### src/rtl/instruction_decode_queue_if.sv
// Fetch/register-file/execute bundle for the instruction decode queue.
// The queue sees the slave view; the fetch/execute side drives the master view.
interface instruction_decode_queue_if #(
   parameter int XLEN = 32
);
   logic            in_valid;
   logic            in_ready;
   logic [31:0]     inst;
   logic [XLEN-1:0] curr_pc;
   logic [4:0]      rs1_sel;
   logic [4:0]      rs2_sel;
   logic [XLEN-1:0] rs1_data;
   logic [XLEN-1:0] rs2_data;
   logic            flush;
   logic            out_valid;
   logic            out_ready;
   logic [XLEN-1:0] out_pc;
   logic [XLEN-1:0] out_imm;
   logic [XLEN-1:0] out_rs1_data;
   logic [XLEN-1:0] out_rs2_data;
   logic [4:0]      out_rd_sel;
   logic [2:0]      out_funct3;
   logic            out_funct7b5;
   logic [3:0]      out_opclass;
   logic [15:0]     illegal_cnt;

   modport slave (
      input  in_valid, inst, curr_pc, rs1_data, rs2_data, flush, out_ready,
      output in_ready, rs1_sel, rs2_sel, out_valid, out_pc, out_imm,
             out_rs1_data, out_rs2_data, out_rd_sel, out_funct3, out_funct7b5,
             out_opclass, illegal_cnt
   );

   modport master (
      output in_valid, inst, curr_pc, rs1_data, rs2_data, flush, out_ready,
      input  in_ready, rs1_sel, rs2_sel, out_valid, out_pc, out_imm,
             out_rs1_data, out_rs2_data, out_rd_sel, out_funct3, out_funct7b5,
             out_opclass, illegal_cnt
   );
endinterface

### src/rtl/instruction_decode_queue.sv
// RV32/RV64 decode stage: classifies the offered instruction, reads operands,
// and holds decoded entries in a small in-order queue for the execute stage.
module instruction_decode_queue #(
   parameter int XLEN  = 32,
   parameter int DEPTH = 2,
   parameter int RV_M  = 0
) (
   input logic clk,
   input logic rst_n,
   instruction_decode_queue_if.slave io
);

   // Handshake: a side transfers on a cycle where its valid and ready are both
   // high at the rising edge; flush overrides both transfers in its cycle.

   typedef enum logic [3:0] {
      OPC_OP       = 4'd0,
      OPC_OP_IMM   = 4'd1,
      OPC_LUI      = 4'd2,
      OPC_AUIPC    = 4'd3,
      OPC_JAL      = 4'd4,
      OPC_JALR     = 4'd5,
      OPC_BRANCH   = 4'd6,
      OPC_LOAD     = 4'd7,
      OPC_STORE    = 4'd8,
      OPC_MISC_MEM = 4'd9,
      OPC_SYSTEM   = 4'd10,
      OPC_MULDIV   = 4'd11,
      OPC_ILLEGAL  = 4'd15
   } opclass_e;

   localparam logic [2:0] DEPTH_C  = 3'(DEPTH);
   localparam logic [1:0] LAST_PTR = 2'(DEPTH - 1);

   logic [6:0]        f7;
   logic [2:0]        f3;
   opclass_e          dec_class;
   logic signed [31:0] dec_imm32;
   logic [XLEN-1:0]   dec_imm;
   logic [4:0]        dec_rd;
   logic [2:0]        dec_f3;
   logic              dec_f7b5;

   logic [2:0]        count_q, count_d;
   logic [1:0]        head_q, head_d;
   logic [1:0]        tail_q, tail_d;
   logic [15:0]       illegal_cnt_q, illegal_cnt_d;
   logic              out_valid;
   logic              push;
   logic              pop;

   logic [XLEN-1:0]   pc_q   [4];
   logic [XLEN-1:0]   imm_q  [4];
   logic [XLEN-1:0]   rs1d_q [4];
   logic [XLEN-1:0]   rs2d_q [4];
   logic [4:0]        rd_q   [4];
   logic [2:0]        f3_q   [4];
   logic              f7b5_q [4];
   logic [3:0]        cls_q  [4];

   function automatic logic [1:0] ptr_inc(input logic [1:0] p);
      return (p == LAST_PTR) ? 2'd0 : p + 2'd1;
   endfunction

   assign f7 = io.inst[31:25];
   assign f3 = io.inst[14:12];

   always_comb begin
      dec_class = OPC_ILLEGAL;
      if (io.inst[1:0] == 2'b11) begin
         case (io.inst[6:2])
            5'b01100: begin
               case (f7)
                  7'h00:   dec_class = OPC_OP;
                  7'h20:   dec_class = (f3 == 3'b000 || f3 == 3'b101) ? OPC_OP : OPC_ILLEGAL;
                  7'h01:   dec_class = (RV_M != 0) ? OPC_MULDIV : OPC_ILLEGAL;
                  default: dec_class = OPC_ILLEGAL;
               endcase
            end
            5'b00100: dec_class = OPC_OP_IMM;
            5'b01101: dec_class = OPC_LUI;
            5'b00101: dec_class = OPC_AUIPC;
            5'b11011: dec_class = OPC_JAL;
            5'b11001: dec_class = OPC_JALR;
            5'b11000: dec_class = OPC_BRANCH;
            5'b00000: dec_class = OPC_LOAD;
            5'b01000: dec_class = OPC_STORE;
            5'b00011: dec_class = OPC_MISC_MEM;
            5'b11100: dec_class = OPC_SYSTEM;
            default:  dec_class = OPC_ILLEGAL;
         endcase
      end
   end

   // Immediates are assembled at 32 bits and sign-extended once to XLEN.
   always_comb begin
      dec_imm32 = '0;
      case (dec_class)
         OPC_JALR, OPC_LOAD, OPC_OP_IMM, OPC_SYSTEM:
            dec_imm32 = {{20{io.inst[31]}}, io.inst[31:20]};
         OPC_STORE:
            dec_imm32 = {{20{io.inst[31]}}, io.inst[31:25], io.inst[11:7]};
         OPC_BRANCH:
            dec_imm32 = {{19{io.inst[31]}}, io.inst[31], io.inst[7], io.inst[30:25],
                         io.inst[11:8], 1'b0};
         OPC_LUI, OPC_AUIPC:
            dec_imm32 = {io.inst[31:12], 12'b0};
         OPC_JAL:
            dec_imm32 = {{11{io.inst[31]}}, io.inst[31], io.inst[19:12], io.inst[20],
                         io.inst[30:21], 1'b0};
         default:
            dec_imm32 = '0;
      endcase
   end

   assign dec_imm  = XLEN'(dec_imm32);
   assign dec_rd   = (dec_class inside {OPC_STORE, OPC_BRANCH, OPC_ILLEGAL}) ? 5'd0 : io.inst[11:7];
   assign dec_f3   = (dec_class == OPC_JAL) ? 3'b000 : f3;
   assign dec_f7b5 = ((dec_class == OPC_OP) || (dec_class == OPC_OP_IMM && f3 == 3'b101))
                     ? io.inst[30] : 1'b0;

   assign io.rs1_sel = (dec_class inside {OPC_LUI, OPC_AUIPC, OPC_JAL}) ? 5'd0 : io.inst[19:15];
   assign io.rs2_sel = io.inst[24:20];

   assign out_valid   = (count_q != 3'd0);
   assign io.in_ready = rst_n & ((count_q < DEPTH_C) | (out_valid & io.out_ready));
   assign push        = io.in_valid & io.in_ready & ~io.flush;
   assign pop         = out_valid & io.out_ready & ~io.flush;

   always_comb begin
      count_d       = count_q;
      head_d        = head_q;
      tail_d        = tail_q;
      illegal_cnt_d = illegal_cnt_q;
      if (io.flush) begin
         count_d = 3'd0;
         head_d  = 2'd0;
         tail_d  = 2'd0;
      end else begin
         count_d = count_q + {2'b00, push} - {2'b00, pop};
         if (pop)  head_d = ptr_inc(head_q);
         if (push) tail_d = ptr_inc(tail_q);
      end
      if (push && dec_class == OPC_ILLEGAL && illegal_cnt_q != 16'hFFFF)
         illegal_cnt_d = illegal_cnt_q + 16'd1;
   end

   always_ff @(posedge clk) begin
      if (!rst_n) begin
         count_q       <= 3'd0;
         head_q        <= 2'd0;
         tail_q        <= 2'd0;
         illegal_cnt_q <= 16'd0;
      end else begin
         count_q       <= count_d;
         head_q        <= head_d;
         tail_q        <= tail_d;
         illegal_cnt_q <= illegal_cnt_d;
      end
   end

   // Operands are captured at accept so later register writes leave entries intact.
   always_ff @(posedge clk) begin
      if (push) begin
         pc_q[tail_q]   <= io.curr_pc;
         imm_q[tail_q]  <= dec_imm;
         rs1d_q[tail_q] <= io.rs1_data;
         rs2d_q[tail_q] <= io.rs2_data;
         rd_q[tail_q]   <= dec_rd;
         f3_q[tail_q]   <= dec_f3;
         f7b5_q[tail_q] <= dec_f7b5;
         cls_q[tail_q]  <= dec_class;
      end
   end

   // Head fields read as zero whenever the queue is empty, including after reset.
   assign io.out_valid    = out_valid;
   assign io.out_pc       = out_valid ? pc_q[head_q]   : '0;
   assign io.out_imm      = out_valid ? imm_q[head_q]  : '0;
   assign io.out_rs1_data = out_valid ? rs1d_q[head_q] : '0;
   assign io.out_rs2_data = out_valid ? rs2d_q[head_q] : '0;
   assign io.out_rd_sel   = out_valid ? rd_q[head_q]   : 5'd0;
   assign io.out_funct3   = out_valid ? f3_q[head_q]   : 3'd0;
   assign io.out_funct7b5 = out_valid ? f7b5_q[head_q] : 1'b0;
   assign io.out_opclass  = out_valid ? cls_q[head_q]  : 4'd0;
   assign io.illegal_cnt  = illegal_cnt_q;

endmodule

### src/flat_wrapper.sv
// flat-port wrapper written by rule: the top's interface ports become plain ports
module instruction_decode_queue_flat 
#(
   parameter int XLEN  = 32,
   parameter int DEPTH = 2,
   parameter int RV_M  = 0
)
  (clk, rst_n, io_in_valid, io_inst, io_curr_pc, io_rs1_data, io_rs2_data, io_flush, io_out_ready, io_in_ready, io_rs1_sel, io_rs2_sel, io_out_valid, io_out_pc, io_out_imm, io_out_rs1_data, io_out_rs2_data, io_out_rd_sel, io_out_funct3, io_out_funct7b5, io_out_opclass, io_illegal_cnt);
  instruction_decode_queue_if #(.XLEN(XLEN)) io_i ();
  input logic clk;
  input logic rst_n;
  input wire logic [$bits(io_i.in_valid)-1:0] io_in_valid;
  input wire logic [$bits(io_i.inst)-1:0] io_inst;
  input wire logic [$bits(io_i.curr_pc)-1:0] io_curr_pc;
  input wire logic [$bits(io_i.rs1_data)-1:0] io_rs1_data;
  input wire logic [$bits(io_i.rs2_data)-1:0] io_rs2_data;
  input wire logic [$bits(io_i.flush)-1:0] io_flush;
  input wire logic [$bits(io_i.out_ready)-1:0] io_out_ready;
  output wire logic [$bits(io_i.in_ready)-1:0] io_in_ready;
  output wire logic [$bits(io_i.rs1_sel)-1:0] io_rs1_sel;
  output wire logic [$bits(io_i.rs2_sel)-1:0] io_rs2_sel;
  output wire logic [$bits(io_i.out_valid)-1:0] io_out_valid;
  output wire logic [$bits(io_i.out_pc)-1:0] io_out_pc;
  output wire logic [$bits(io_i.out_imm)-1:0] io_out_imm;
  output wire logic [$bits(io_i.out_rs1_data)-1:0] io_out_rs1_data;
  output wire logic [$bits(io_i.out_rs2_data)-1:0] io_out_rs2_data;
  output wire logic [$bits(io_i.out_rd_sel)-1:0] io_out_rd_sel;
  output wire logic [$bits(io_i.out_funct3)-1:0] io_out_funct3;
  output wire logic [$bits(io_i.out_funct7b5)-1:0] io_out_funct7b5;
  output wire logic [$bits(io_i.out_opclass)-1:0] io_out_opclass;
  output wire logic [$bits(io_i.illegal_cnt)-1:0] io_illegal_cnt;
  assign io_i.in_valid = io_in_valid;
  assign io_i.inst = io_inst;
  assign io_i.curr_pc = io_curr_pc;
  assign io_i.rs1_data = io_rs1_data;
  assign io_i.rs2_data = io_rs2_data;
  assign io_i.flush = io_flush;
  assign io_i.out_ready = io_out_ready;
  assign io_in_ready = io_i.in_ready;
  assign io_rs1_sel = io_i.rs1_sel;
  assign io_rs2_sel = io_i.rs2_sel;
  assign io_out_valid = io_i.out_valid;
  assign io_out_pc = io_i.out_pc;
  assign io_out_imm = io_i.out_imm;
  assign io_out_rs1_data = io_i.out_rs1_data;
  assign io_out_rs2_data = io_i.out_rs2_data;
  assign io_out_rd_sel = io_i.out_rd_sel;
  assign io_out_funct3 = io_i.out_funct3;
  assign io_out_funct7b5 = io_i.out_funct7b5;
  assign io_out_opclass = io_i.out_opclass;
  assign io_illegal_cnt = io_i.illegal_cnt;
  instruction_decode_queue #(.XLEN(XLEN), .DEPTH(DEPTH), .RV_M(RV_M)) u_core (.clk(clk), .rst_n(rst_n), .io(io_i));
endmodule
### config.mk
export PLATFORM = sky130hd
export DESIGN_NAME = instruction_decode_queue_flat
export DESIGN_NICKNAME = d
export VERILOG_FILES = /design/src/rtl/instruction_decode_queue_if.sv /design/src/rtl/instruction_decode_queue.sv /design/src/flat_wrapper.sv
export SDC_FILE = /design/constraint.sdc
export NUM_CORES = 1
export LEC_CHECK = 0
export CELL_PAD_IN_SITES_DETAIL_PLACEMENT = 0
export CELL_PAD_IN_SITES_GLOBAL_PLACEMENT = 2
export CORE_MARGIN = 5
export CORE_UTILIZATION = 35
export CTS_CLUSTER_DIAMETER = 150
export DETAILED_ROUTE_END_ITERATION = 10
export GPL_TIMING_DRIVEN = 1
export PLACE_DENSITY_LB_ADDON = 0.1
export SYNTH_ARGS = -nofsm -noshare
export SYNTH_HDL_FRONTEND = slang
export SYNTH_SLANG_ARGS = --single-unit
### constraint.sdc
create_clock -name clk -period 37.7 [get_ports clk]
set_input_delay 5.655 -clock clk [delete_from_list [all_inputs] [get_ports clk]]
set_output_delay 5.655 -clock clk [all_outputs]
set_load 0.03 [all_outputs]
==> results.sh, run 1 <==
export IMPL_setup_viol=0
export IMPL_fp_dieH_um=268
export IMPL_worstReg2RegStart="u_core.count_q[1]$_SDFF_PP0_"
export IMPL_r2r_cells=8
export IMPL_port_buffers=301
export IMPL_rows=94
export IMPL_worst_pin_slew_ns=1.15
export IMPL_clkLatencyLatePin_ns=0.58
export IMPL_grt_pass1_vias=12800
export IMPL_intPower_mw=1.12
export IMPL_cts_setup_buffers=0
export IMPL_fmax_mhz=67.3
export IMPL_path_max_fanout=13
export IMPL_final_hold_viol_count=0
export IMPL_synth_seq_area_share_pct=74.9
export IMPL_htree_levels=3
export IMPL_final_nets=1636
export IMPL_grt_use_total_pct=15.4
export IMPL_drive_gt1_share_pct=17.2
export IMPL_place_congestion=0.738
export IMPL_final_antenna_net_count=0
export IMPL_hold_path_cell_count=2
export IMPL_slew_limit_headroom_pct=22.5
export IMPL_hold_path_class="flip-flop to flip-flop"
export IMPL_wire_per_inst_um=23.3
export IMPL_yosysTopAreaCellShare_pct=72.7
export IMPL_cts_repair_resize_count=0
export IMPL_cts_root_buffer_cell="clkbuf_16"
export IMPL_num_io_pins=302
export IMPL_crit_chain="clkdlybuf4s50_1, or4_1, nor3_1, a21oi_1, nor2_1, and4b_1, nor2b_1, clkdlybuf4s50_1"
export IMPL_yosys_most_used_dff="edfxtp_1"
export IMPL_worstReg2RegEnd="u_core.rs1d_q[3][14]$_DFFE_PP_"
export IMPL_synth_distinct_cells=55
export IMPL_fin_crit_ns=14.85
export IMPL_placed_area_mm2=0.0273
export IMPL_cts_hold_buf=0
export IMPL_yosysWarnings=0
export IMPL_syn_nets=1314
export IMPL_finalClockSkew_ns=0.0160
export IMPL_crit_end="io_rs1_sel[3]"
export IMPL_cts_buffer_depth=3
export IMPL_yosysTopAreaCell="edfxtp_1"
export IMPL_startpoint_type="input port"
export IMPL_maxCapViolCount=0
export IMPL_die_area_mm2=0.0718
export IMPL_syn_inst=1176
export IMPL_synthArstFlopShare_pct=0
export IMPL_crit_top_cell="clkdlybuf4s50_1"
export IMPL_peakVddDrop_v=0.0000271
export IMPL_swShare_pct=20.5
export IMPL_cp_data_arrival_time_ns=9.19
export IMPL_cpMaxStageDelayCell="clkdlybuf4s50_1"
export IMPL_synth_edff_count=564
export IMPL_clkTransAtPathRegs_ns=0.06
export IMPL_status="completed"
export IMPL_synth_most_common_cell="edfxtp_1"
export IMPL_seqPwrFrac_pct=51.1
export IMPL_clockPowerShare_pct=44.3
export IMPL_route_detailed_drc=0
export IMPL_p_leak_nw=9.26
export IMPL_rrSetupSlack_ns=33.92
export IMPL_fillers=5784
export IMPL_cp_end_kind="output port"
export IMPL_numCtsBuffers=67
export IMPL_synth_top_cells_by_count="edfxtp_1 (564), and2_1 (156), mux4_2 (141)"
export IMPL_power_density_mw_per_mm2=48.0
export IMPL_initial_core_util_pct=35.4
export IMPL_rsz0062_at_grt="false"
export IMPL_startpoint="io_inst[31]"
export IMPL_synthTopCellsByArea="edfxtp_1 (73%), mux4_2 (14%), and2_1 (4.2%), dfxtp_1 (2.1%), a21o_1 (0.61%)"
export IMPL_slew_viol_final=0
export IMPL_fin_crit_sh_pct=39.4
export IMPL_cts_num_sinks=589
export IMPL_die_x_um=268
export IMPL_grt_ovfl_total=0
export IMPL_ys_seq_elements=589
export IMPL_drt_wl_total_um=56100
export IMPL_p_switching_mw=0.289
export IMPL_critPathMaxStageDelay_ns=0.61
export IMPL_first_iter_violations=720
export IMPL_cts_tree="yes"
export IMPL_syn_area_per_cell_um2=19.8
export IMPL_dr_pass1_iters=5
export IMPL_num_vias=12000
export IMPL_comb_power_share_pct=4.5
export IMPL_fin_area_mm2=0.0294
export IMPL_fin_setup_tns_ns=0
export IMPL_areaGrowthSynthToFinish_pct=26.2
export IMPL_worstPathRequired_ns=32.04
export IMPL_core_mm2=0.0659
export IMPL_criticalPathCategory="input port to output port"
export IMPL_grt_max_degree=111
export IMPL_grt_pass1_wl_um=83300
export IMPL_antenna_found_initial=2
export IMPL_viasPerCell=4.98
export IMPL_mappedNetlistArea_mm2=0.0233
export IMPL_dpl_hpwl_um=34100
-- power by group through the flow --
stage	Combinational (mW)	Sequential [mW]	Clock [mW]
finish	0.0641	0.722	0.626
global route	0.0690	0.721	0.674
CTS	0.0658	0.721	0.647
detailed placement	0.0655	0.735	0
global placement	0.0651	0.735	0
floorplan	0.0290	0.737	0
-- registers in the layout, summed over array words and instances, names as in the netlist, 3 cells and up, named ones only --
| register | flops |
|---|---|
| u_core.imm_q | 128 |
| u_core.pc_q | 128 |
| u_core.io.illegal_cnt | 16 |
| u_core.f7b5_q | 4 |
| u_core.f3_q | 12 |
| u_core.rd_q | 20 |
| u_core.cls_q | 16 |
| u_core.rs2d_q | 128 |
| u_core.count_q | 3 |
| u_core.rs1d_q | 128 |
-- per-layer routing --
layer	wire length, µm	track usage [%]
met4	966	3.61
met5	13	0
met2	28300	26.0
met1	24100	20.6
met3	2710	3.48
-- placed cells by master, fill, tap and decap left out, types with 3 or more instances in the layout --
cell type,instances
a21o_1,19
a21oi_1,18
a22o_1,4
and2_1,156
and3_1,5
and3_4,3
buf_4,18
bufinv_16,6
clkbuf_1,13
clkbuf_16,68
clkdlybuf4s50_1,301
clkinv_1,11
clkinv_2,11
clkinv_8,3
clkinvlp_4,3
dfxtp_1,23
edfxtp_1,564
ha_1,4
inv_1,10
mux2i_1,6
mux4_2,141
nand2_1,27
nand2b_1,6
nand3_1,8
nand4_1,3
nor2_1,12
nor2b_1,13
nor3_1,6
nor4_1,6
o211ai_1,4
o21ai_0,16
o31ai_1,4
or3_1,7
or4_1,3
xor2_1,3
-- layout make-up --
type                            instances  area, µm²  share of cell area [%]
Tap cell                              864       1080                    3.68
Antenna cell                            2       5.00                  0.0170
Inverter                               11       41.3                   0.140
Multi-Input combinational cell        509       5540                    18.9
Clock inverter                         35        362                    1.23
Clock buffer                           81       1750                    5.95
Sequential cell                       589      17400                    59.3
Timing Repair Buffer                  320       3170                    10.8
-- logic make-up after synthesis --
kind of cell	count (synthesis)	synth area share, %
AO/OA/AOI/OAI	80	2.29
flip-flops	589	74.9
XOR/XNOR	5	0.188
multiplexers	147	13.9
AND/OR/NAND/NOR	272	6.96
buffers and inverters	78	1.49
adder cells (fa/ha/maj)	5	0.301
-- through the flow --
step	util, %	worst slack, ns	instances	total power [mW]	hold WS [ns]
after floorplan	-	20.39	1176	0.766	0.407
after global placement	41.4	22.86	2293	0.800	0.450
after detailed placement	41.4	22.81	2293	0.801	0.451
after CTS	44.6	22.79	2409	1.43	0.471
after global routing	44.6	22.58	2410	1.46	0.481
final	44.6	22.85	2411	1.41	0.450
-- worst min path at each step --
stage | from | to | slack (ns)
after floorplan | u_core.head_q[1]$_SDFFE_PP0P_ | flip-flop | 0.41
after global placement | u_core.head_q[1]$_SDFFE_PP0P_ | flip-flop | 0.45
after detailed placement | u_core.head_q[1]$_SDFFE_PP0P_ | flip-flop | 0.45
after CTS | u_core.head_q[1]$_SDFFE_PP0P_ | u_core.head_q[1]$_SDFFE_PP0P_ | 0.47
after global routing | u_core.head_q[1]$_SDFFE_PP0P_ | u_core.head_q[1]$_SDFFE_PP0P_ | 0.48
final | u_core.head_q[1]$_SDFFE_PP0P_ | flip-flop | 0.45
-- critical path: cells and delay by family --
| kind | cells | cell delay, ns |
|---|---|---|
| compound gates | 1 | 0.21 |
| simple gates | 5 | 2.10 |
| buf+inv | 2 | 1.21 |
No activity file was read; power rests on OpenSTA's default activity.
==> run 2: changes to the inputs <==
- clock period: 37.7 -> 13.3 ns (I/O delays scaled with it)
==> run 2 against run 1 <==
  * Hold slack lost 0.020 ns
  * Clock power grew to 2.9 times the previous value
  * Largest cell class unchanged
  * Count of clock-buffer cells in the layout grew 8
  * Sequential share of layout area shrank 0.058 points
==> results.sh, run 2 (synthesized netlist as in run 1, its figures left out) <==
export IMPL_critPathMaxStageDelay_ns=0.61
export IMPL_intPower_mw=3.22
export IMPL_grt_use_total_pct=15.3
export IMPL_grt_pass1_wl_um=82600
export IMPL_final_nets=1632
export IMPL_criticalPathCategory="input port to output port"
export IMPL_wire_per_inst_um=23.1
export IMPL_hold_path_cell_count=2
export IMPL_place_congestion=0.717
export IMPL_fin_crit_ns=7.44
export IMPL_layout_commonest_cell="edfxtp_1"
export IMPL_grt_pass1_vias=12600
export IMPL_crit_chain="clkdlybuf4s50_1, or4_1, nor3_1, a21oi_1, nor2_1, and4b_1, nor2b_1, clkdlybuf4s50_1"
export IMPL_worstPathRequired_ns=11.31
export IMPL_comb_power_share_pct=4.5
export IMPL_p_leak_nw=9.27
export IMPL_cts_root_buffer_cell="clkbuf_16"
export IMPL_fin_setup_tns_ns=0
export IMPL_first_iter_violations=763
export IMPL_swShare_pct=19.9
export IMPL_cp_end_kind="output port"
export IMPL_dpl_hpwl_um=33000
export IMPL_power_density_mw_per_mm2=137
export IMPL_clkLatencyLatePin_ns=0.58
export IMPL_power_mw=4.02
export IMPL_die_area_mm2=0.0718
export IMPL_final_antenna_net_count=0
export IMPL_clkTransAtPathRegs_ns=0.06
export IMPL_diodes=0
export IMPL_grt_max_degree=108
export IMPL_worstReg2RegStart="u_core.count_q[1]$_SDFF_PP0_"
export IMPL_slew_limit_headroom_pct=27.1
export IMPL_drt_wl_total_um=55700
export IMPL_hp_start="u_core.head_q[1]$_SDFFE_PP0P_"
export IMPL_peakVddDrop_v=0.0000759
export IMPL_cts_repair_resize_count=0
export IMPL_cts_buffer_depth=3
export IMPL_htree_levels=3
export IMPL_fin_hold_ws_ns=0.431
export IMPL_areaGrowthSynthToFinish_pct=26.4
export IMPL_cpMaxStageDelayCell="clkdlybuf4s50_1"
export IMPL_maxCapViolCount=0
export IMPL_worst_pin_slew_ns=1.08
export IMPL_port_buffers=301
export IMPL_cts_setup_buffers=0
export IMPL_viasPerCell=4.97
export IMPL_cts_tree="yes"
export IMPL_dr_pass1_iters=5
export IMPL_hold_path_class="flip-flop to flip-flop"
export IMPL_rows=94
export IMPL_cts_hold_buf=0
export IMPL_grt_ovfl_total=0
export IMPL_rsz0062_at_grt="false"
export IMPL_final_hold_viol_count=0
export IMPL_finalClockSkew_ns=0.0106
export IMPL_crit_top_cell="clkdlybuf4s50_1"
export IMPL_num_io_pins=302
export IMPL_die_x_um=268
export IMPL_numCtsBuffers=67
export IMPL_cts_num_sinks=589
export IMPL_clockPowerShare_pct=44.6
export IMPL_seqPwrFrac_pct=50.9
export IMPL_p_switching_mw=0.802
export IMPL_fp_dieH_um=268
export IMPL_initial_core_util_pct=35.4
export IMPL_core_mm2=0.0659
export IMPL_num_vias=12000
export IMPL_route_detailed_drc=0
export IMPL_startpoint="io_inst[31]"
export IMPL_layout_common_cells="edfxtp_1 (564), clkdlybuf4s50_1 (301), and2_1 (156)"
export IMPL_fin_crit_sh_pct=56.0
export IMPL_cp_data_arrival_time_ns=5.45
export IMPL_drive_gt1_share_pct=16.7
export IMPL_fmax_mhz=134
export IMPL_setup_viol=0
export IMPL_startpoint_type="input port"
export IMPL_antenna_found_initial=3
export IMPL_r2r_cells=7
export IMPL_path_max_fanout=13
export IMPL_slew_viol_final=0
export IMPL_status="completed"
==> run 2: changes by cell type in the layout (fill, tap and decap cells not counted), moves of 3 or more <==
| cell | delta |
|---|---|
| clkbuf_16 | +5 |
| clkinv_8 | -3 |
| buf_4 | -5 |
| clkinv_1 | +3 |
==> run 2: final timing paths <==
kind                                    end  slack, ns
max                           io_rs1_sel[1]       5.86
min                               flip-flop       0.43
max reg2reg  u_core.rs2d_q[3][11]$_DFFE_PP_       9.44
min reg2reg                       flip-flop       0.43
==> run 2: routing by layer <==
layer / GRT usage, % / vias up / share of wire, %
li1: - / 5376 / -
met4: 3.80 / 6 / 1.5
met2: 25.5 / 299 / 50
met3: 3.34 / 71 / 5.3
met1: 20.6 / 6211 / 43
met5: 0 / - / 0.068
==> run 2: power by group through the flow <==
| stage | clock network [mW] | logic (mW) | registers (mW) |
|---|---|---|---|
| floorplan | 0 | 0.0822 | 2.09 |
| global placement | 0 | 0.185 | 2.08 |
| detailed placement | 0 | 0.186 | 2.08 |
| CTS | 1.86 | 0.186 | 2.05 |
| global route | 1.94 | 0.196 | 2.05 |
| finish | 1.80 | 0.182 | 2.05 |
==> run 2: cell type report <==
type                            count  area, µm²
Fill cell                        5772      36400
Inverter                           11       41.3
Sequential cell                   589      17400
Clock inverter                     29        260
Tap cell                          864       1080
Timing Repair Buffer              316       3150
Clock buffer                       89       1900
Multi-Input combinational cell    509       5550
==> run 2: per-stage QoR <==
step	setup WS [ns]	area [µm²]	cells	util, %
2_1_floorplan	0.388	23300	1176	-
3_3_place_gp	5.83	27300	2289	41.4
3_5_place_dp	5.81	27300	2289	41.4
4_1_cts	5.78	29400	2407	44.7
5_1_grt	5.65	29400	2407	44.7
6_report	5.86	29400	2407	44.7
==> run 2: critical path, delay by kind of cell <==
kind | cells | cell delay [ns]
AOI/OAI and AO/OA | 1 | 0.19
buffers and inverters | 2 | 1.22
and+or+nand+nor | 5 | 2.04
==> run 3: changes to the inputs <==
- clock period: 13.3 -> 7.75 ns (I/O delays scaled with it)
==> run 3 against run 2 <==
  * Hold slack about the same
  * Non-clock buffer count increased by 1
  * First-iteration DRC count decreased by 19%
  * Wire length decreased by 0.67%
  * Flip-flop and latch count unchanged
  * Register-to-register slack got worse by 4.5 ns
  * Clock power increased by 64%
  * Sequential share of layout area increased by 0.091 points
  * Via count increased by 0.41%
  * Highest routed layer unchanged
==> results.sh, run 3 (synthesized netlist as in run 1, its figures left out) <==
export IMPL_dpl_hpwl_um=32500
export IMPL_slew_viol_final=0
export IMPL_fillers=5758
export IMPL_dr_pass1_iters=5
export IMPL_worst_pin_slew_ns=1.28
export IMPL_final_nets=1633
export IMPL_viasPerCell=4.98
export IMPL_status="completed"
export IMPL_antenna_found_initial=3
export IMPL_num_io_pins=302
export IMPL_regArea_mm2=0.0174
export IMPL_die_x_um=268
export IMPL_grt_pass1_vias=12700
export IMPL_clkLatencyLatePin_ns=0.59
export IMPL_rsz0062_at_grt="false"
export IMPL_path_max_fanout=13
export IMPL_first_iter_violations=619
export IMPL_finalClockSkew_ns=0.0159
export IMPL_drt_wl_total_um=55300
export IMPL_htree_levels=3
export IMPL_fin_crit_sh_pct=76.0
export IMPL_final_hold_viol_count=0
export IMPL_peakVddDrop_v=0.000133
export IMPL_port_buffers=301
export IMPL_cp_data_arrival_time_ns=4.73
export IMPL_cts_num_sinks=589
export IMPL_drive_gt1_share_pct=16.7
export IMPL_cts_hold_buf=0
export IMPL_grt_pass1_wl_um=82000
export IMPL_num_vias=12000
export IMPL_final_antenna_net_count=0
export IMPL_hold_path_class="flip-flop to flip-flop"
export IMPL_power_density_mw_per_mm2=231
export IMPL_place_congestion=0.728
export IMPL_startpoint_type="input port"
export IMPL_layout_commonest_cell="edfxtp_1"
export IMPL_core_mm2=0.0659
export IMPL_power_mw=6.78
export IMPL_multi_input_area_mm2=0.00556
export IMPL_clkTransAtPathRegs_ns=0.06
export IMPL_worstPathRequired_ns=6.59
export IMPL_route_detailed_drc=0
export IMPL_cts_repair_resize_count=0
export IMPL_p_leak_nw=9.22
export IMPL_rows=94
export IMPL_setup_viol=0
export IMPL_areaGrowthSynthToFinish_pct=26.2
export IMPL_slew_limit_headroom_pct=13.4
export IMPL_fp_dieH_um=268
export IMPL_fin_area_mm2=0.0294
export IMPL_grt_ovfl_total=0
export IMPL_fin_crit_ns=5.89
export IMPL_die_area_mm2=0.0718
export IMPL_placed_area_mm2=0.0273
export IMPL_layout_common_cells="edfxtp_1 (564), clkdlybuf4s50_1 (301), and2_1 (156)"
export IMPL_cts_tree="yes"
export IMPL_wire_per_inst_um=22.9
export IMPL_grt_use_total_pct=15.1
export IMPL_grt_max_degree=142
export IMPL_cts_setup_buffers=0
export IMPL_criticalPathCategory="input port to output port"
export IMPL_fmax_mhz=170
export IMPL_cts_root_buffer_cell="clkbuf_16"
export IMPL_cp_end_kind="output port"
export IMPL_fin_hold_ws_ns=0.431
export IMPL_numCtsBuffers=67
export IMPL_cts_buffer_depth=3
export IMPL_maxCapViolCount=0
export IMPL_initial_core_util_pct=35.4
==> run 3: cell types whose count changed in the layout (fill, tap and decap cells not counted), moves of 3 or more <==
cell	before	now
bufinv_16	5	2
inv_6	0	5
clkbuf_1	15	19
buf_12	2	5
clkbuf_16	73	69
==> run 3: cell type report <==
class                   count  area share (%)
diodes                      2          0.0170
clock buffers              89            6.17
clock inverters            33           0.830
inverters                  11           0.141
multi-input cells         509            18.9
flip-flops and latches    589            59.4
well taps                 864            3.68
repair buffers            317            10.9
==> run 3: report_power, final <==
part / leakage [nW] / internal (mW) / switching [mW]
clock: 0.998 / 1.72 / 1.23
combinational: 3.05 / 0.144 / 0.169
sequential: 5.18 / 3.50 / 0.00699
==> run 3: final timing paths <==
kind	start	endpoint	slack, ns	cells past startpoint
worst min-delay path	u_core.head_q[1]$_SDFFE_PP0P_	flip-flop	0.43	2
worst max-delay path	io_inst[31]	io_rs1_sel[0]	1.86	8
worst min register to register	u_core.head_q[1]$_SDFFE_PP0P_	flip-flop	0.43	2
worst max register to register	u_core.count_q[1]$_SDFF_PP0_	u_core.pc_q[0][17]$_DFFE_PP_	4.93	6
==> run 3: worst max-delay path, stage by stage <==
cell	delay, ns
clkdlybuf4s50_1	0.60
or4_1	0.59
nor3_1	0.41
a21oi_1	0.21
nor2_1	0.44
and4b_1	0.60
nor2b_1	0.10
clkdlybuf4s50_1	0.61
==> run 3: per-layer routing <==
metal  wire [µm]  part of all wire (%)  GRT usage (%)  vias up
li1            -                     -              -     5365
met1       24500                    44           20.9     6314
met2       27200                    49           24.8      269
met3        2660                   4.8           3.63       62
met4         877                   1.6           3.40        2
met5          15                 0.027              0        -
==> run 3: metrics by stage <==
step                worst slack, ns  util, %  setup TNS (ns)  cells
finish                         1.86     44.6               0   2414
global route                   1.64     44.6               0   2413
CTS                            1.82     44.6               0   2412
detailed placement             1.85     41.5               0   2290
global placement               1.88     41.5               0   2290
floorplan                   -0.0198        -           -2.79   1176
